`src/rtl/sensor_pkg.sv`:
```
// sensor_pkg: shared definitions for the A/B vehicle-presence sensor protocol.
// Holds the passage state encoding, direction codes and the {A,B} pattern
// tables. The pattern generator, the entry/exit detector and their benches
// all import this package so that the protocol is defined in one place.
package sensor_pkg;

   typedef enum logic [2:0] {
      IDLE = 3'd0,
      PH1  = 3'd1,
      PH2  = 3'd2,
      PH3  = 3'd3,
      GAP  = 3'd4
   } state_t;

   localparam logic DIR_ENTRY = 1'b0;
   localparam logic DIR_EXIT  = 1'b1;

   // {A,B} per state, indexed by state_t value (IDLE, PH1, PH2, PH3, GAP).
   localparam logic [1:0] PAT_ENTRY [5] = '{2'b00, 2'b10, 2'b11, 2'b01, 2'b00};
   localparam logic [1:0] PAT_EXIT  [5] = '{2'b00, 2'b01, 2'b11, 2'b10, 2'b00};

   function automatic logic [1:0] pattern_of(input logic dir, input state_t st);
      logic [1:0] pat;
      case (st)
         PH1, PH2, PH3, GAP:
            pat = (dir == DIR_EXIT) ? PAT_EXIT[st] : PAT_ENTRY[st];
         default:
            pat = 2'b00;
      endcase
      return pat;
   endfunction

   function automatic state_t next_phase(input state_t st);
      state_t nxt;
      case (st)
         PH1:     nxt = PH2;
         PH2:     nxt = PH3;
         PH3:     nxt = GAP;
         default: nxt = IDLE;
      endcase
      return nxt;
   endfunction

endpackage

```
`src/rtl/tick_phase_counter.sv`:
```
// tick_phase_counter: counts tick-enable pulses within one sensor phase.
// Ports:
//   i_clk, i_rst : clock, asynchronous active-high reset
//   i_en         : count this cycle (tick while a passage is running)
//   i_clr        : force the count back to zero (abort)
//   o_tc         : terminal count, high when the counted tick is the last
//                  one of the phase; the count wraps to zero on it
module tick_phase_counter
   import sensor_pkg::*;
#(
   parameter int PHASE_TICKS = 50,
   parameter int CNT_W       = 8
) (
   input  logic i_clk,
   input  logic i_rst,
   input  logic i_en,
   input  logic i_clr,
   output logic o_tc
);

   logic [CNT_W-1:0] r_cnt;
   logic             w_last;

   assign w_last = (r_cnt == CNT_W'(PHASE_TICKS - 1));
   assign o_tc   = i_en & w_last;

   always_ff @(posedge i_clk or posedge i_rst) begin
      if (i_rst) begin
         r_cnt <= '0;
      end else if (i_clr || o_tc) begin
         r_cnt <= '0;
      end else if (i_en) begin
         r_cnt <= r_cnt + 1'b1;
      end
   end

endmodule

```
`src/rtl/sensor_pattern_gen.sv`:
```
// sensor_pattern_gen: transmit end of the A/B sensor protocol. One accepted
// start request plays one complete entry or exit passage on the A/B lines:
// three sensor phases followed by a release gap, each PHASE_TICKS ticks long.
// Ports:
//   CLK, RST : system clock, asynchronous active-high reset
//   tick     : one-CLK enable strobe; phase timing counts only these
//   start    : request a passage (accepted only when idle)
//   dir      : 0 = entry, 1 = exit; latched when start is accepted
//   abort    : cancel the running passage, lines released next cycle
//   A, B     : registered sensor lines, 1 = blocked
//   busy     : passage in progress
//   done     : one-cycle pulse when a passage completes normally
module sensor_pattern_gen
   import sensor_pkg::*;
#(
   parameter int PHASE_TICKS = 50,
   parameter int CNT_W       = 8
) (
   input  logic CLK,
   input  logic RST,
   input  logic tick,
   input  logic start,
   input  logic dir,
   input  logic abort,
   output logic A,
   output logic B,
   output logic busy,
   output logic done
);

   state_t     r_state;
   logic       r_dir;
   logic [1:0] r_ab;
   logic       r_busy;
   logic       r_done;

   logic w_active;
   logic w_abort;
   logic w_cnt_en;
   logic w_tc;

   assign w_active = (r_state != IDLE);
   // abort only matters while a passage runs, and it outranks tick
   assign w_abort  = abort & w_active;
   assign w_cnt_en = tick & w_active & ~abort;

   tick_phase_counter #(
      .PHASE_TICKS (PHASE_TICKS),
      .CNT_W       (CNT_W)
   ) u_cnt (
      .i_clk (CLK),
      .i_rst (RST),
      .i_en  (w_cnt_en),
      .i_clr (w_abort),
      .o_tc  (w_tc)
   );

   always_ff @(posedge CLK or posedge RST) begin
      if (RST) begin
         r_state <= IDLE;
         r_dir   <= DIR_ENTRY;
         r_ab    <= 2'b00;
         r_busy  <= 1'b0;
         r_done  <= 1'b0;
      end else begin
         r_done <= 1'b0;
         if (w_abort) begin
            r_state <= IDLE;
            r_ab    <= 2'b00;
            r_busy  <= 1'b0;
         end else if (r_state == IDLE) begin
            // a tick coinciding with start is deliberately not counted
            if (start) begin
               r_dir   <= dir;
               r_state <= PH1;
               r_busy  <= 1'b1;
               r_ab    <= pattern_of(dir, PH1);
            end
         end else if (w_tc) begin
            r_state <= next_phase(r_state);
            r_ab    <= pattern_of(r_dir, next_phase(r_state));
            if (r_state == GAP) begin
               r_busy <= 1'b0;
               r_done <= 1'b1;
            end
         end
      end
   end

   assign A    = r_ab[1];
   assign B    = r_ab[0];
   assign busy = r_busy;
   assign done = r_done;

endmodule

```
`config.mk`:
```
export PLATFORM = sky130hd
export DESIGN_NAME = sensor_pattern_gen
export DESIGN_NICKNAME = d
export VERILOG_FILES = /design/src/rtl/sensor_pkg.sv /design/src/rtl/tick_phase_counter.sv /design/src/rtl/sensor_pattern_gen.sv
export SDC_FILE = /design/constraint.sdc
export NUM_CORES = 1
export LEC_CHECK = 0
export ABC_AREA = 0
export BUFFER_PORTS_ARGS = -buffer_cell sky130_fd_sc_hd__buf_2
export CAP_MARGIN = 25
export CORE_UTILIZATION = 50
export DETAILED_ROUTE_END_ITERATION = 8
export GPL_ROUTABILITY_DRIVEN = 0
export MAX_ROUTING_LAYER = met4
export PLACE_DENSITY = 0.7
export SLEW_MARGIN = 0
export SYNTH_ARGS = -nofsm -noshare
export SYNTH_HDL_FRONTEND = slang
export SYNTH_SLANG_ARGS = --single-unit
```
`constraint.sdc`:
```
create_clock -name CLK -period 5.95 [get_ports CLK]
set_input_delay 0.8925 -clock CLK [delete_from_list [all_inputs] [get_ports CLK]]
set_output_delay 0.8925 -clock CLK [all_outputs]
set_load 0.03 [all_outputs]
```
After elaboration in Yosys (flattened, before gate mapping):

Memory sizes are Yosys's and may differ from the RTL's.
Cells that the tools add are included.

* register bits: 16
* bits in read-only memories: 32
* input port bits: 6
* output and inout bits: 4
* word-level logic and storage cells: 66
* memories kept: 2

* add/subtract/negate cells: 1
* $lt $le $gt $ge: 1
* equality and inequality tests: 10
* multiplexer cells: 29
* bitwise logic cells: 7
* reductions and logical operators: 10

Memory list
* (no name shown): words 8, bits a word 2, read ports 1, clocked after Yosys merged registers in 0, write ports 0, line sensor_pkg.sv:26 `pat = (dir == DIR_EXIT) ? PAT_EXIT[st] : PAT_ENTRY[st];`
* (no name shown): words 8, bits a word 2, read ports 1, clocked after Yosys merged registers in 0, write ports 0, line sensor_pkg.sv:26

Operators by type and width (number)
* 2-bit two-way mux: 11
* 3-bit two-way mux: 6
* 8-bit two-way mux: 2
* 3-bit by 2-bit == test with 1-bit output, second input constant: 4
* 1-bit two-way mux: 9
* 3-bit case mux with 3 select lines: 1
* 3-bit nonzero test: 3
* 8-bit by 1-bit adder with 8-bit output, second input constant: 1
* 8-bit by 6-bit == test with 1-bit output, second input constant: 1
* 3-bit by 1-bit == test with 1-bit output, second input constant: 2
* 3-bit == test, second input constant: 2
* 3-bit AND reduction: 2
* 1-bit AND: 4
* 4-bit >= comparator, second input constant: 1
* 3-bit inverter with 4-bit output: 1
* 4-bit OR reduction: 1
* 3-bit logical NOT: 1
* 3-bit by 2-bit inequality test with 1-bit output, second input constant: 1
* 1-bit inverter: 2
* 2-bit AND reduction: 1
* 2-bit nonzero test: 1
* 1-bit logical OR: 1

Logic depth before layout (Yosys ltp):

Gate-level depths: netlist of run 1.

* depth after elaboration: 16
* mapped depth: 7
* mapped depth without buffers: 6

By module:

From an unflattened synthesis of run 1, not the netlist that was laid out.

* cells, all modules: 94
* area, all modules: 934.6 sq um

Modules (own cells, without submodules)
* sensor_pattern_gen: times used 1, cells each 51, area an instance 499.2 sq um
* tick_phase_counter: times used 1, cells each 43, area an instance 435.4 sq um

Least setup slack after synthesis of run 1:

No wires, ideal clock.

* path kind: input-to-reg
* from: in abort
* to: reg r_state[1]
* library setup time: 0.094 ns
* arrival time: 2.353 ns
* required time: 5.856 ns
* slack: 3.503 ns
* stages on the path: 5
* path buffers: 1
* cells stage by stage: clkbuf_1 -> nand2b_1 -> or4_4 -> or3b_1 -> a221oi_2

* longest elaborated chain between the ends: 5
* elaborated cells between the ends (all ways): 8
* classes of those cells: 1 x eq/ne; 1 x mux; 4 x bitwise; 2 x reduce/logical

RTL lines
* start: declaration: line sensor_pattern_gen.sv:24 `input logic abort,`
* 1-bit inverter: line sensor_pattern_gen.sv:45 `assign w_cnt_en = tick & w_active & ~abort;`
* 1-bit AND: line sensor_pattern_gen.sv:45
* 1-bit AND: line tick_phase_counter.sv:25 `assign o_tc = i_en & w_last;`
* 3-bit nonzero test (no line)
* 2-bit AND reduction (no line)
* end signal: assignment: line sensor_pattern_gen.sv:80 `r_state <= next_phase(r_state);`
* end: declaration: line sensor_pattern_gen.sv:31 `state_t r_state;`

Several ways; a longest one is shown, not always the timed one.
A chain may end at the register's enable or synchronous reset.

Worst setup path in the final report of run 1:

* from: reg u_cnt.r_cnt[1]
* to: reg r_state[1]

* longest elaborated chain between the ends: 4

RTL lines
* start: declaration: line tick_phase_counter.sv:21 `logic [CNT_W-1:0] r_cnt;`
* start signal: assignment: line tick_phase_counter.sv:33 `r_cnt <= r_cnt + 1'b1;`
* 8-bit by 6-bit == test with 1-bit output: line tick_phase_counter.sv:24 `assign w_last = (r_cnt == CNT_W'(PHASE_TICKS - 1));`
* 1-bit AND: line tick_phase_counter.sv:25
* 3-bit nonzero test (no line)
* 2-bit AND reduction (no line)

No other way between the ends.

==> results of run 1 <==
==> logic make-up (layout without fill, tap and decap cells) <==
group | Yosys count | after routing
DFF | 16 | 16
AOI/OAI and AO/OA | 10 | 10
muxes | 2 | 2
and+or+nand+nor | 47 | 47
adders and majority gates | 2 | 2
xor gates and xnor gates | 7 | 7
buffers and inverters | 10 | 18
==> routing by layer <==
metal / up-vias / global-route usage / wire, µm
met5: - / - / 0
met4: 0 / 0.0364 / 13
met3: 2 / 0.0735 / 69
met2: 13 / 0.309 / 738
met1: 324 / 0.273 / 783
li1: 347 / - / -
==> Yosys cell counts <==
library cell / number
o21a_1: 1
nand3b_1: 1
ha_1: 2
nor4b_1: 1
nor3b_1: 1
nor3_1: 10
or4_2: 1
nand3_1: 4
nor4_1: 2
a221oi_2: 1
or2b_1: 1
inv_1: 5
nor2_1: 12
o21ai_0: 1
and3_2: 1
or4b_4: 1
or3b_1: 1
nand4_1: 1
clkbuf_1: 4
buf_2: 1
nand2b_1: 2
a211oi_1: 2
xnor2_1: 7
o41ai_1: 1
nand2_1: 6
a21oi_1: 1
dfrtp_1: 16
mux2_2: 2
o32ai_1: 3
or3_1: 1
or4_4: 1
==> registers in the layout (all words and copies together) (netlist names) <==
register and flops:
u_cnt.r_cnt 8, r_ab 2, r_state 3, r_dir 1
busy 1, done 1
==> critical path, stage by stage, from the launching register on <==
cell and delay (ns):
dfrtp_1 0.43, inv_1 0.08, ha_1 0.12, or4b_4 0.46, or4_4 0.55, or3b_1 0.38, a221oi_2 0.28
==> per-stage QoR <==
stage	total power, mW	worst slack [ns]	instances	cell area (µm²)	util
final	0.267	3.57	118	968	0.614
after floorplan	0.183	3.50	94	887	-
after detailed placement	0.200	3.43	114	932	0.591
after global routing	0.281	3.51	118	968	0.614
after global placement	0.199	3.48	114	932	0.591
after CTS	0.270	3.57	118	968	0.614
==> layout make-up <==
cell class / instances / share of cell area
clock buffer: 4 / 0.0375
inverter: 5 / 0.0194
multi-input combinational: 68 / 0.463
sequential: 16 / 0.413
tap: 16 / 0.0207
timing repair buffer: 9 / 0.0465
==> where the power goes <==
group	switching [mW]	total (mW)	leakage, nW	internal, mW
Combinational	0.0387	0.0646	0.178	0.0259
Sequential	0.0129	0.134	0.213	0.121
Clock	0.0316	0.0688	0.0210	0.0372
Total	0.0832	0.267	0.412	0.184
==> worst max path at each step <==
stage	start	slack [ns]	endpoint
after floorplan	abort	3.50	r_state[1]
after global placement	abort	3.48	r_state[1]
after detailed placement	abort	3.43	r_state[1]
after CTS	u_cnt.r_cnt[1]	3.57	r_state[1]
after global routing	u_cnt.r_cnt[1]	3.51	r_state[1]
final	u_cnt.r_cnt[1]	3.57	r_state[1]
==> flow_summary.yaml, run 1 <==
clocking:
  path_clk_slew_ns: 0.09
  cts_setup_buffers: 0
  hold_buffers: 0
  numCtsBuffers: 3
  cts_root_buf: "clkbuf_4"
  clockBufferDepth: 2
  worst_skew_pair.late_latency_ns: 0.28
  cts_tree: "built"
  post_cts_resized: 0
  clock_sink_count: 16
  cts.htree.levels: 1
run_status:
  outcome: "finished, final reports clean"
timing:
  finalClockSkew_ns: 0.00154
  whs_ns: 0.540
  clock.fmax_ghz: 0.420
  period_share: 0.400
  worstMarginPinSlew_ns: 0.930
  setup_tns_ns: 0
  rsz0062_at_grt: "false"
  setup_viol: 0
  period_needed_ns: 2.38
  slew_viol_final: 0
  hold_viol: 0
  relSlewSlack: 0.375
floorplanning:
  row_count: 14
  die_h_um: 44.1
  io_pins: 10
  die_x_um: 44.1
  start_util: 0.563
  core_area_um2: 1580
  dieArea_um2: 1950
global_routing:
  grt_start_max_net_pins: 17
  grt_use_total: 0.206
  grt_first_pass_wirelength_mm: 2.82
  grt-ovfl-total: 0
  antenna_found_initial: 0
  grt_pass1_vias: 642
setup_path:
  r2r_end: "r_state[1]"
  required_ns: 6.14
  critPathArrivalTime_ns: 2.57
  r2r_cells: 6
  worstReg2RegStart: "u_cnt.r_cnt[1]"
  critPathCaptureType: "register"
  r2r_setup_slack_ns: 3.57
  critPathLaunchType: "register"
  critPathKind: "register to register"
  critical_path.max_fanout: 5
drt:
  drtIter0Drc: 17
  drc: 0
  vias: 686
  wire_per_inst_um: 13.6
  postRouteAntennaNets: 0
  firstDrtPassIters: 4
  vias_per_cell: 5.81
  routed_wl_mm: 1.60
layout:
  syn_to_final_growth_pct: 9.17
  antenna_cells: 0
  seqCellArea_um2: 400
  multi_input_area_um2: 448
  fillCellCount: 142
  layout_commonest_cell: "dfrtp_1"
  drive_gt1_frac: 0.196
  num-nets-final: 111
  final_cell_mix: "dfrtp_1, nor2_1, nor3_1, buf_2, xnor2_1"
pwr:
  power_density_nw_per_um2: 276
  p_leak_nw: 0.412
  vdd_drop_max_mv: 0.149
logic_synthesis:
  ys_ff_latch: 16
  ys_warn_count: 0
  ys_types: 31
  synthSimpleGateAreaFrac: 0.289
  synth_xor_area_frac: 0.0691
  synth_fp_nets: 102
  syn-cell-area_um2: 887
  syn_inst: 94
  synth_mux_area_frac: 0.0254
  synth_largest_area_cell: "dfrtp_1"
  synthTopCellsByArea: "dfrtp_1, xnor2_1, nor3_1"
  synth_top_family_by_area: "simple AND/OR/NAND/NOR gates"
  synth_top_area_frac: 0.451
  synth_adder_area_share: 0.0282
  syn_avg_cell_area_um2: 9.44
  synth_compound_area_frac: 0.0931
  ys_seq_area_frac: 0.451
hold_path:
  hold_class: "register to register"
  hold_start: "r_dir"
  holdPathStages: 1
  whs_endpoint: "r_dir"
placement:
  place_hpwl_mm: 1.18
  portBuffers: 9
job:
  cap_violations: 0
No activity file was read; power rests on OpenSTA's default activity.
==> run 2: changes to the inputs <==
- PLACE_DENSITY: 0.7 -> 0.73
- clock period: 5.95 -> 2 ns (I/O delays scaled with it)
==> run 2 against run 1 <==
  * The flow now finishes with violations (negative setup slack)
  * Critical path depth up 1
  * Die area is the same
  * Non-clock buffer count rose by 14
  * Largest power group unchanged
  * Highest routed layer unchanged
==> flow_summary.yaml, run 2 (same netlist as run 1, synthesis figures left out) <==
pwr:
  power_density_nw_per_um2: 785
  p_seq_frac: 0.441
  intPower_mw: 0.585
  total_power_mw: 0.862
  p_comb_frac: 0.304
  p_sw_frac: 0.321
  vdd_drop_max_mv: 0.534
  p_clk_frac: 0.255
  p_sw_mw: 0.277
  p_leak_nw: 0.495
setup_path:
  critPathKind: "register to register"
  critical_path.max_fanout: 4
  critical_path.most_common_cell: "or4_4"
  crit_family: "simple AND/OR/NAND/NOR gates"
  required_ns: 2.24
  cpPeakStageDelay_ns: 0.46
  critPathCaptureType: "register"
  crit_buf_inv: 2
  path_cells: "inv_1 > ha_1 > or4b_4 > or4_4 > buf_4 > or4_4 > nand3_2"
  cpMaxStageDelayCell: "or4_4"
  critPathLaunchType: "register"
  critPathArrivalTime_ns: 2.45
layout:
  finalInstanceArea_um2: 1100
  antenna_cells: 0
  num-nets-final: 125
  finalNonFillerCells: 132
  drive_gt1_frac: 0.328
  top_register: "u_cnt.r_cnt"
  syn_to_final_growth_pct: 23.8
  fillCellCount: 129
  layout_commonest_cell: "dfrtp_1"
  largestRegisters: "u_cnt.r_cnt (8), r_state (3), r_ab (2)"
  final_cell_mix: "dfrtp_1, buf_4, nor2_1, nor3_1, buf_2"
  largest_reg_flops: 8
drt:
  firstDrtPassIters: 4
  routed_wl_mm: 1.96
  drc: 0
  wire_per_inst_um: 14.9
  drtIter0Drc: 11
  vias: 743
  postRouteAntennaNets: 0
  vias_per_cell: 5.63
placement:
  post-place-ws_ns: -0.244
  place_hpwl_mm: 1.34
  placement.cell_area_um2: 1020
  portBuffers: 9
  dp_cells: 126
floorplanning:
  die_h_um: 44.1
  die_x_um: 44.1
  row_count: 14
  io_pins: 10
  core_area_um2: 1580
  start_util: 0.563
  dieArea_um2: 1950
hold_path:
  hold_class: "input pin to async pin"
global_routing:
  grt_use_total: 0.246
  grt_pass1_vias: 810
  antenna_found_initial: 0
  grt-ovfl-total: 0
  grt_first_pass_wirelength_mm: 3.39
  grt_start_max_net_pins: 17
timing:
  clock.fmax_ghz: 0.452
  worstMarginPinSlew_ns: 0.634
  hold_viol: 0
  finalClockSkew_ns: 0.00992
  setup_viol: 4
  setup_tns_ns: -0.543
  relSlewSlack: 0.577
  slew_viol_final: 0
  period_share: 1.11
  fin_ws_ns: -0.212
  period_needed_ns: 2.21
  rsz0062_at_grt: "true"
clocking:
  cts.htree.levels: 1
  hold_buffers: 0
  cts_root_buf: "clkbuf_4"
  path_clk_slew_ns: 0.10
  numCtsBuffers: 3
  worst_skew_pair.late_latency_ns: 0.29
  clock_sink_count: 16
  cts_tree: "built"
  clockBufferDepth: 2
job:
  cap_violations: 0
run_status:
  violations: "negative setup slack"
  outcome: "finished with violations"
==> run 2: power by group through the flow <==
stage                     logic [mW]  registers [mW]  clock network, mW
after global placement         0.237           0.383                  0
final                          0.262           0.381              0.220
after CTS                      0.256           0.379              0.226
after floorplan                0.118           0.425                  0
after global routing           0.291           0.383              0.233
after detailed placement       0.243           0.386                  0
==> run 2: path summary, 6_finish.rpt <==
| check | slack, ns | cells past startpoint | start | to |
|---|---|---|---|---|
| setup / recovery | -0.21 | 7 | u_cnt.r_cnt[1] | r_state[0] |
| hold / removal | 0.07 | 2 | RST | r_dir |
| setup reg to reg | -0.21 | 7 | u_cnt.r_cnt[1] | r_state[0] |
| hold reg to reg | 0.55 | 1 | r_dir | r_dir |
| max in group asynchronous | 1.52 | 2 | RST | done |
| min in group CLK | 0.27 | 2 | dir | r_dir |
==> run 2: through the flow <==
| step | utilization | hold slack, ns |
|---|---|---|
| after floorplan | - | 0.214 |
| after global placement | 0.648 | 0.401 |
| after detailed placement | 0.648 | 0.407 |
| after CTS | 0.690 | 0.0801 |
| after global routing | 0.697 | 0.131 |
| final | 0.697 | 0.0666 |
==> run 2: cell type report <==
cell class / count / area, µm² / share of cell area
multi-input cells: 68 / 473 / 0.431
flip-flops and latches: 16 / 400 / 0.364
repair buffers: 23 / 150 / 0.137
clock buffers: 4 / 36.3 / 0.0330
well taps: 16 / 20.0 / 0.0182
inverters: 5 / 18.8 / 0.0171
==> run 2: worst reg2reg max path: stages, from the launching register on <==
cell and delay, ns:
dfrtp_1 0.40, inv_1 0.07, ha_1 0.13, or4b_4 0.45, or4_4 0.46, buf_4 0.16
or4_4 0.42, nand3_2 0.08
==> run 2: repair_timing <==
action,CTS,global route
setup buffers,1,1
pin swaps,2,0
gates cloned,0,0
setup endpoints to repair,5,6
resized for setup,4,1
==> run 2: layer usage <==
layer	global-route usage	part of all wire	wire length, µm
met1	0.304	0.48	942
met2	0.409	0.48	951
met3	0.0286	0.025	49
met4	0.0970	0.0092	18
met5	-	0	0
